--- src/rtl/dyn_adder_requester.sv ---
// Initiator-side controller for the 32-bit dynamic (completion-detecting) adder.
// Latency: launch pulse FIRST_CYCLES, then WAIT until the synchronized done (at least SYNC_STAGES cycles), then capture.
// Backpressure: in_ready only in IDLE; the result is held in HOLD (out_valid=1) until out_ready.
//
// Ports: clk/rst_n (async active-low); upstream in_valid/in_ready/in_a/in_b/in_cin;
//        adder side add_a/add_b/add_cin/add_first/add_request out, add_done/add_sum/add_cout in;
//        downstream out_valid/out_ready/out_sum/out_cout/out_latency/out_timeout.
// Optional feature: define DYN_ADDER_TIMEOUT_EN to enable the WAIT watchdog (TIMEOUT_CYCLES).
module dyn_adder_requester #(
  parameter int WIDTH          = 32,
  parameter int FIRST_CYCLES   = 1,
  parameter int SYNC_STAGES    = 2,
  parameter int LAT_W          = 8,
  parameter int TIMEOUT_CYCLES = 64
) (
  input  logic             clk,
  input  logic             rst_n,
  input  logic             in_valid,
  output logic             in_ready,
  input  logic [WIDTH-1:0] in_a,
  input  logic [WIDTH-1:0] in_b,
  input  logic             in_cin,
  output logic [WIDTH-1:0] add_a,
  output logic [WIDTH-1:0] add_b,
  output logic             add_cin,
  output logic             add_first,
  output logic             add_request,
  input  logic             add_done,
  input  logic [WIDTH-1:0] add_sum,
  input  logic             add_cout,
  output logic             out_valid,
  input  logic             out_ready,
  output logic [WIDTH-1:0] out_sum,
  output logic             out_cout,
  output logic [LAT_W-1:0] out_latency,
  output logic             out_timeout
);

`ifdef DYN_ADDER_TIMEOUT_EN
  localparam bit TIMEOUT_EN = 1'b1;
`else
  localparam bit TIMEOUT_EN = 1'b0;
`endif

  localparam int FC_W = (FIRST_CYCLES > 1) ? $clog2(FIRST_CYCLES) : 1;
  localparam logic [FC_W-1:0]  FIRST_LAST = FC_W'(FIRST_CYCLES - 1);
  localparam logic [LAT_W-1:0] LAT_MAX    = '1;
  localparam logic [LAT_W-1:0] QUAL_MIN   = LAT_W'(SYNC_STAGES);
  localparam logic [LAT_W-1:0] TO_LAST    = LAT_W'(TIMEOUT_CYCLES - 1);

  typedef enum logic [1:0] {
    S_IDLE  = 2'd0,
    S_FIRST = 2'd1,
    S_WAIT  = 2'd2,
    S_HOLD  = 2'd3
  } state_t;

  state_t state, state_nxt;

  logic [SYNC_STAGES-1:0] sync_q;
  logic                   done_q;
  logic [FC_W-1:0]        first_cnt;
  logic [LAT_W-1:0]       wait_cnt;
  logic                   accept;
  logic                   capture;
  logic                   qual_done;
  logic                   timeout_hit;

  // add_done is asynchronous to clk; plain shift-register synchronizer.
  always_ff @(posedge clk or negedge rst_n) begin
    if (!rst_n) begin
      sync_q <= '0;
    end else begin
      sync_q <= {sync_q[SYNC_STAGES-2:0], add_done};
    end
  end

  assign done_q = sync_q[SYNC_STAGES-1];

  // The synchronizer still carries the previous op's done for SYNC_STAGES
  // cycles after WAIT entry, so done_q is ignored until it has been flushed.
  assign qual_done   = done_q && (wait_cnt >= QUAL_MIN);
  assign timeout_hit = TIMEOUT_EN && (wait_cnt >= TO_LAST);

  always_ff @(posedge clk or negedge rst_n) begin
    if (!rst_n) begin
      state <= S_IDLE;
    end else begin
      state <= state_nxt;
    end
  end

  always_comb begin
    state_nxt   = state;
    in_ready    = 1'b0;
    add_first   = 1'b0;
    add_request = 1'b0;
    out_valid   = 1'b0;
    accept      = 1'b0;
    capture     = 1'b0;
    case (state)
      S_IDLE: begin
        in_ready = 1'b1;
        if (in_valid) begin
          accept    = 1'b1;
          state_nxt = S_FIRST;
        end
      end
      S_FIRST: begin
        add_first = 1'b1;
        if (first_cnt == FIRST_LAST) begin
          state_nxt = S_WAIT;
        end
      end
      S_WAIT: begin
        add_request = 1'b1;
        if (qual_done || timeout_hit) begin
          capture   = 1'b1;
          state_nxt = S_HOLD;
        end
      end
      S_HOLD: begin
        out_valid = 1'b1;
        if (out_ready) begin
          state_nxt = S_IDLE;
        end
      end
      default: state_nxt = S_IDLE;
    endcase
  end

  // Counters: first_cnt times the launch pulse, wait_cnt measures WAIT cycles.
  always_ff @(posedge clk or negedge rst_n) begin
    if (!rst_n) begin
      first_cnt <= '0;
      wait_cnt  <= '0;
    end else begin
      if (state == S_FIRST) begin
        first_cnt <= first_cnt + 1'b1;
      end else begin
        first_cnt <= '0;
      end
      if (accept) begin
        wait_cnt <= '0;
      end else if ((state == S_WAIT) && (wait_cnt != LAT_MAX)) begin
        wait_cnt <= wait_cnt + 1'b1;
      end
    end
  end

  // Operand registers feed the adder and stay stable until the next accept.
  always_ff @(posedge clk or negedge rst_n) begin
    if (!rst_n) begin
      add_a   <= '0;
      add_b   <= '0;
      add_cin <= 1'b0;
    end else if (accept) begin
      add_a   <= in_a;
      add_b   <= in_b;
      add_cin <= in_cin;
    end
  end

  // Result registers; a done in the watchdog cycle takes priority, so the
  // timeout flag is set only when the capture was not caused by done.
  always_ff @(posedge clk or negedge rst_n) begin
    if (!rst_n) begin
      out_sum     <= '0;
      out_cout    <= 1'b0;
      out_latency <= '0;
      out_timeout <= 1'b0;
    end else if (capture) begin
      out_sum     <= add_sum;
      out_cout    <= add_cout;
      out_latency <= wait_cnt;
      out_timeout <= !qual_done;
    end
  end

endmodule

--- config.mk ---
export PLATFORM = sky130hd
export DESIGN_NAME = dyn_adder_requester
export DESIGN_NICKNAME = d
export VERILOG_FILES = /design/src/rtl/dyn_adder_requester.sv
export SDC_FILE = /design/constraint.sdc
export NUM_CORES = 1
export LEC_CHECK = 0
export BUFFER_PORTS_ARGS = -buffer_cell sky130_fd_sc_hd__buf_4
export CORE_UTILIZATION = 47
export DETAILED_ROUTE_END_ITERATION = 10
export PLACE_DENSITY = 0.8
export SETUP_SLACK_MARGIN = 0.4
export SLEW_MARGIN = 20
export SYNTH_ARGS = -nofsm -noshare
export SYNTH_HDL_FRONTEND = slang
export SYNTH_SLANG_ARGS = --single-unit
--- constraint.sdc ---
create_clock -name clk -period 2.6 [get_ports clk]
set_clock_uncertainty 0.15 [all_clocks]
set_input_delay 0.65 -clock clk [delete_from_list [all_inputs] [get_ports clk]]
set_output_delay 0.65 -clock clk [all_outputs]
set_load 0.01 [all_outputs]
==> results of run 1 <==
layout make-up:
type / count / area, um2
Multi-Input combinational cell: 287 / 1740
Clock inverter: 12 / 174
Inverter: 5 / 18.8
Tap cell: 133 / 166
Fill cell: 634 / 2460
Clock buffer: 20 / 445
Sequential cell: 120 / 3000
Timing Repair Buffer: 231 / 1860
repair_timing:
item | 4_1_cts | 5_1_grt
setup buffers | 2 | 4
endpoints found under the setup margin | 43 | 45
resized for setup | 10 | 6
pin swaps | 1 | 3
cloned | 0 | 4
hold buffers | 1 | 0
endpoints found under the hold margin | 38 | 0
power groups by stage:
| stage | combinational [mW] | clock (mW) | sequential, mW |
|---|---|---|---|
| 2_1_floorplan | 1.50 | 0 | 3.52 |
| 3_3_place_gp | 3.46 | 0 | 3.21 |
| 3_5_place_dp | 3.57 | 0 | 3.24 |
| 4_1_cts | 3.67 | 2.48 | 3.22 |
| 5_1_grt | 4.17 | 2.56 | 3.34 |
| 6_report | 3.83 | 2.43 | 3.24 |
registers in the layout (all words and copies together) (netlist names), 2 cells and up:
name,cells
add_a,32
add_b,32
out_sum,32
out_latency,8
wait_cnt,8
state,2
sync_q,2
stage by stage:
stage,cell area (um2),util
3_5_place_dp,6580,0.667
6_report,7410,0.751
5_1_grt,7410,0.751
3_3_place_gp,6580,0.667
4_1_cts,7270,0.737
2_1_floorplan,4840,-
per-layer routing:
| layer | global-route usage | vias up | wire [um] |
|---|---|---|---|
| met2 | 0.375 | 162 | 6520 |
| met3 | 0.0921 | 23 | 1020 |
| met1 | 0.258 | 1913 | 5020 |
| li1 | - | 1853 | - |
| met5 | 0 | - | 0 |
| met4 | 0.0932 | 0 | 259 |
layout by cell type, fill, tap and decap left out, drive strengths merged, types with 2 or more instances in the layout:
cell / synthesis / final
a21oi: 5 / 5
and4: 2 / 2
buf: 6 / 227
bufinv: 0 / 4
clkbuf: 15 / 23
clkinv: 0 / 4
clkinvlp: 0 / 4
dfrtp: 120 / 120
ha: 6 / 6
inv: 5 / 5
mux2: 42 / 42
nand2: 199 / 199
nand3: 5 / 5
nor2: 4 / 4
nor2b: 3 / 3
nor3: 2 / 2
o21ai: 4 / 4
or4: 2 / 2
worst max path at each step:
| stage | startpoint | end | slack (ns) | cells after the start |
|---|---|---|---|---|
| 2_1_floorplan | wait_cnt[0] | out_latency[0] | 0.51 | 7 |
| 3_3_place_gp | wait_cnt[0] | out_sum[1] | 0.30 | 7 |
| 3_5_place_dp | wait_cnt[0] | out_sum[10] | 0.27 | 7 |
| 4_1_cts | state[1] | add_first | 0.39 | 3 |
| 5_1_grt | state[1] | add_first | 0.35 | 3 |
| 6_report | state[1] | add_first | 0.43 | 3 |
worst max-delay path: stages, from the launching register on:
cell and delay [ns]:
dfrtp_1 0.44, inv_2 0.11, ha_2 0.19, buf_4 0.13
cell families after synthesis:
group,Yosys count,share of synthesized area
fa+ha+maj,6,0.0155
xor+xnor,2,0.00362
simple gates,221,0.182
flops,120,0.621
buf+inv,26,0.0279
mux,42,0.128
compound gates,16,0.0220
==> impl_metrics.toml, run 1 <==
[outcome]
status = "completed"

[placement]
pre_cts_ws_ns = 0.272
placed_cells_incl_taps = 765
gp_congestion = 0.862
dpl.hpwl_mm = 8.27
port_buffers = 213

[cells_and_area]
num_antenna_cells = 0
area_growth_pct = 53.1
layout.nets = 771
final_cells = 808
drive_gt1_frac = 0.467

[power_and_ir_drop]
p_comb_frac = 0.403
power.share.clock = 0.256
p_leak_nw = 3.95
powerDensity_mw_per_mm2 = 1280
power.share.switching = 0.323
power.internal_mw = 6.42
total_power_mw = 9.49
pwr-share-seq = 0.341
netSwitchingPower_mw = 3.07
max-vdd-ir-drop_v = 0.000534

[worst_hold_path]
hold_depth = 1
hold_class = "primary input to flip-flop"
hold_end = "sync_q[0]"
hold_start = "add_done"

[worst_setup_path]
cp.arrival_ns = 1.37
ff2ff_path_depth = 6
r2r_start = "wait_cnt[1]"
critPathRequiredTime_ns = 1.80
crit_fanout = 4
worst-setup-path-type = "flip-flop to primary output"
cp-end-kind = "primary output"
reg2reg_slack_ns = 0.44
cp-start-kind = "flip-flop"
worstReg2RegEnd = "out_sum[6]"

[timing]
slew_headroom = 0.644
rsz0062_at_grt = "yes"
fin_crit_ns = 2.17
fmax_mhz = 460
tightest_slew_ns = 0.533
slew_violations = 0
finalHoldViolCount = 0
period_share = 0.836
tns_ns = 0
setup_viol = 0
fin_ws_ns = 0.428
hold_slack_ns = 0.118

[logic_synthesis]
async_flop_share = 1.00
syn-cell-area_mm2 = 0.00484
synth.distinct_cells = 32
ys_seq_elements = 120
avgSynthCellArea_um2 = 11.2
synth_top_area_frac = 0.621
synth_ff_type = "dfrtp_1"
synthCells = 433
synth_top_area_cell = "dfrtp_1"
synth_edf_count = 0
ys_warn_count = 0
synth_common_cells = "nand2_1 (199), dfrtp_1 (120), mux2_4 (39)"
ys_seq_area_frac = 0.621
synth_most_common_cell = "nand2_1"
synth_fp_nets = 542
synthTopCellsByArea = "dfrtp_1 (62%), nand2_1 (15%), mux2_4 (12%), ha_1 (1.6%), buf_6 (1.2%)"

[floorplan]
die_w_um = 103
design.core.area_mm2 = 0.00986
die_h_um = 103
ioPinCount = 214
die-area_mm2 = 0.0107
start_util = 0.490
num_rows = 36

[clock_network]
clk_path_buf_depth = 2
cts_root_buf = "clkbuf_8"
cts.sinks = 120
numCtsBuffers = 17
clkTransAtPathRegs_ns = 0.06
clock_latency_ns = 0.51
cts_tree = "yes"
cts.htree.levels = 4

[grt]
grt_pass1_vias = 3783
grt_overflow = 0
grt_pass1_wl_mm = 18.1
grt.total_usage = 0.226
antenna_found_initial = 0
grt_start_max_net_pins = 46

[routing]
routedWlPerCell_um = 15.9
vias = 3951
drc = 0
antenna_left = 0
drt_iter0_markers = 97
dr.pass1.iters = 4
wl_mm = 12.8
vias_per_cell = 4.89

[flow_run]
drv_cap = 0
Power figures use the tool's default switching activity.
==> run 2: changes to the inputs <==
--- a/config.mk
+++ b/config.mk
@@ -6,9 +6,9 @@
 export NUM_CORES = 1
 export LEC_CHECK = 0
 export BUFFER_PORTS_ARGS = -buffer_cell sky130_fd_sc_hd__buf_4
-export CORE_UTILIZATION = 47
+export CORE_UTILIZATION = 43
 export DETAILED_ROUTE_END_ITERATION = 10
-export PLACE_DENSITY = 0.8
+export PLACE_DENSITY = 0.77
 export SETUP_SLACK_MARGIN = 0.4
 export SLEW_MARGIN = 20
 export SYNTH_ARGS = -nofsm -noshare
==> constraint.sdc (replaced) <==
create_clock -name clk -period 1.9 [get_ports clk]
set_clock_uncertainty 0.15 [all_clocks]
set_input_delay 0.475 -clock clk [delete_from_list [all_inputs] [get_ports clk]]
set_output_delay 0.475 -clock clk [all_outputs]
set_load 0.01 [all_outputs]
==> run 2 against run 1 <==
Against the previous run: the run now ends with negative hold slack, negative setup slack left; via count increased by 40%; global-route usage increased by 5.8 points; count of clock-buffer cells in the layout decreased by 1; sequential share of layout area decreased by 11 points; sequential power increased by 50%; routed wire length increased by 100%; critical path type is now flip-flop to flip-flop; highest routed layer unchanged.
==> impl_metrics.toml, run 2 (same netlist as run 1, synthesis figures left out) <==
[floorplan]
design.core.area_mm2 = 0.0109
ioPinCount = 214
die_w_um = 108
die-area_mm2 = 0.0117
num_rows = 38
die_h_um = 108
start_util = 0.444

[clock_network]
numCtsBuffers = 17
cts.sinks = 120
cts_tree = "yes"
clk_path_buf_depth = 2
clkTransAtPathRegs_ns = 0.06
cts.htree.levels = 4
cts_root_buf = "clkbuf_8"
clock_latency_ns = 0.53

[power_and_ir_drop]
powerDensity_mw_per_mm2 = 1730
pwr-share-seq = 0.271
p_leak_nw = 5.34
total_power_mw = 17.9
power.share.switching = 0.373
power.internal_mw = 11.2
power.share.clock = 0.189
p_comb_frac = 0.540
netSwitchingPower_mw = 6.67
max-vdd-ir-drop_v = 0.00114

[timing]
slew_headroom = 0.747
slew_violations = 0
hold_slack_ns = -0.00190
tightest_slew_ns = 0.380
tns_ns = -9.55
fin_ws_ns = -0.268
fin_crit_ns = 2.17
finalHoldViolCount = 1
period_share = 1.14
rsz0062_at_grt = "yes"
setup_viol = 48
fmax_mhz = 461

[routing]
dr.pass1.iters = 5
antenna_left = 0
vias = 5514
drc = 0
vias_per_cell = 5.63
routedWlPerCell_um = 26.3
wl_mm = 25.8
drt_iter0_markers = 531

[placement]
placed_cells_incl_taps = 784
port_buffers = 213
placed_area_mm2 = 0.00676
gp_congestion = 0.801
dpl.hpwl_mm = 8.58

[cells_and_area]
drive_gt1_frac = 0.681
final_cells = 980
final_cell_mix = "buf_4 (187), buf_6 (122), dfrtp_1 (117), nand2_1 (71), nand2_2 (69)"
multi_input_area_mm2 = 0.00257
area_growth_pct = 114
design_area_mm2 = 0.0103
seq_area_mm2 = 0.00301
nFillCells = 267
layout_commonest_cell = "buf_4"
reg_top3 = "add_a (32), add_b (32), out_sum (32)"
layout.nets = 935

[grt]
antenna_found_initial = 1
grt.total_usage = 0.284
grt_start_max_net_pins = 46
grt_pass1_wl_mm = 24.6
grt_overflow = 0
grt_pass1_vias = 4823

[worst_setup_path]
cp-start-kind = "flip-flop"
worstReg2RegEnd = "state[1]"
crit_fanout = 4
reg2reg_slack_ns = -0.27
crit_end = "state[1]"
ff2ff_path_depth = 6
cp.arrival_ns = 2.43
critPathRequiredTime_ns = 2.16
r2r_start = "wait_cnt[1]"
worst-setup-path-type = "flip-flop to flip-flop"
crit_start = "wait_cnt[1]"
cp-end-kind = "flip-flop"

[outcome]
failed_checks = "negative hold slack, negative setup slack"
status = "finished with violations"

[flow_run]
drv_cap = 0

[worst_hold_path]
hold_class = "primary input to flip-flop"
[run 2: cell count changes in the layout (fill, tap and decap cells not counted), sizes merged]
cell / delta
inv: +2
clkbuf: +8
bufinv: -1
clkinv: +2
diode: +1
buf: +97
and2: +1
nand2: +2
clkinvlp: -2
dlygate4sd3: +55
[run 2: worst min path at each step]
stage          depth (start not counted)  startpoint   endpoint
3_5_place_dp                           0   sync_q[0]  sync_q[1]
4_1_cts                                3     in_b[7]   add_b[7]
3_3_place_gp                           0   sync_q[0]  sync_q[1]
6_report                               3    in_b[16]  add_b[16]
2_1_floorplan                          0       rst_n   add_a[0]
5_1_grt                                3    in_b[16]  add_b[16]
[run 2: power groups by stage]
stage	clock (mW)	combinational, mW	sequential [mW]
6_report	3.38	9.67	4.85
5_1_grt	3.49	9.96	4.91
4_1_cts	3.29	6.79	4.55
3_5_place_dp	0	5.18	4.40
3_3_place_gp	0	5.00	4.36
2_1_floorplan	0	2.18	4.83
[run 2: layout make-up]
cell class,count,share of cell area
Multi-Input combinational cell,290,0.249
Antenna cell,1,0.000242
Clock buffer,19,0.0418
Timing Repair Buffer,392,0.382
Tap cell,140,0.0170
Inverter,5,0.00206
Clock inverter,13,0.0166
Sequential cell,120,0.291
[run 2: per-stage QoR]
| stage | setup WS [ns] | hold WS [ns] | utilization |
|---|---|---|---|
| detailed placement | -0.217 | 0.196 | 0.620 |
| CTS | -0.162 | 0.0000694 | 0.806 |
| global route | -0.279 | -0.00508 | 0.949 |
| finish | -0.268 | -0.00190 | 0.949 |
| floorplan | -0.104 | 0.0294 | - |
| global placement | -0.150 | 0.187 | 0.620 |
[run 2: critical path, cell delays in order (launching register included)]
cell and delay [ns]:
dfrtp_1 0.44, ha_2 0.20, or4_4 0.43, o21ai_4 0.19, buf_4 0.14, a211o_1 0.17, mux2_4 0.32
[run 2: layer usage]
metal  global-route usage  wire length, um  vias to the layer above
li1                     -                -                     2195
met1                0.329             8570                     2725
met2                0.490            13100                      431
met3               0.0778             2330                      163
met4                0.127             1830                        0
met5                    0                0                        -
[run 2: repair_timing]
item	CTS	global route
hold buffers	51	5
setup endpoints to repair	228	228
pin swaps	5	81
endpoints found under the hold margin	72	5
cloned	3	19
setup buffers	41	44
resized for setup	132	229
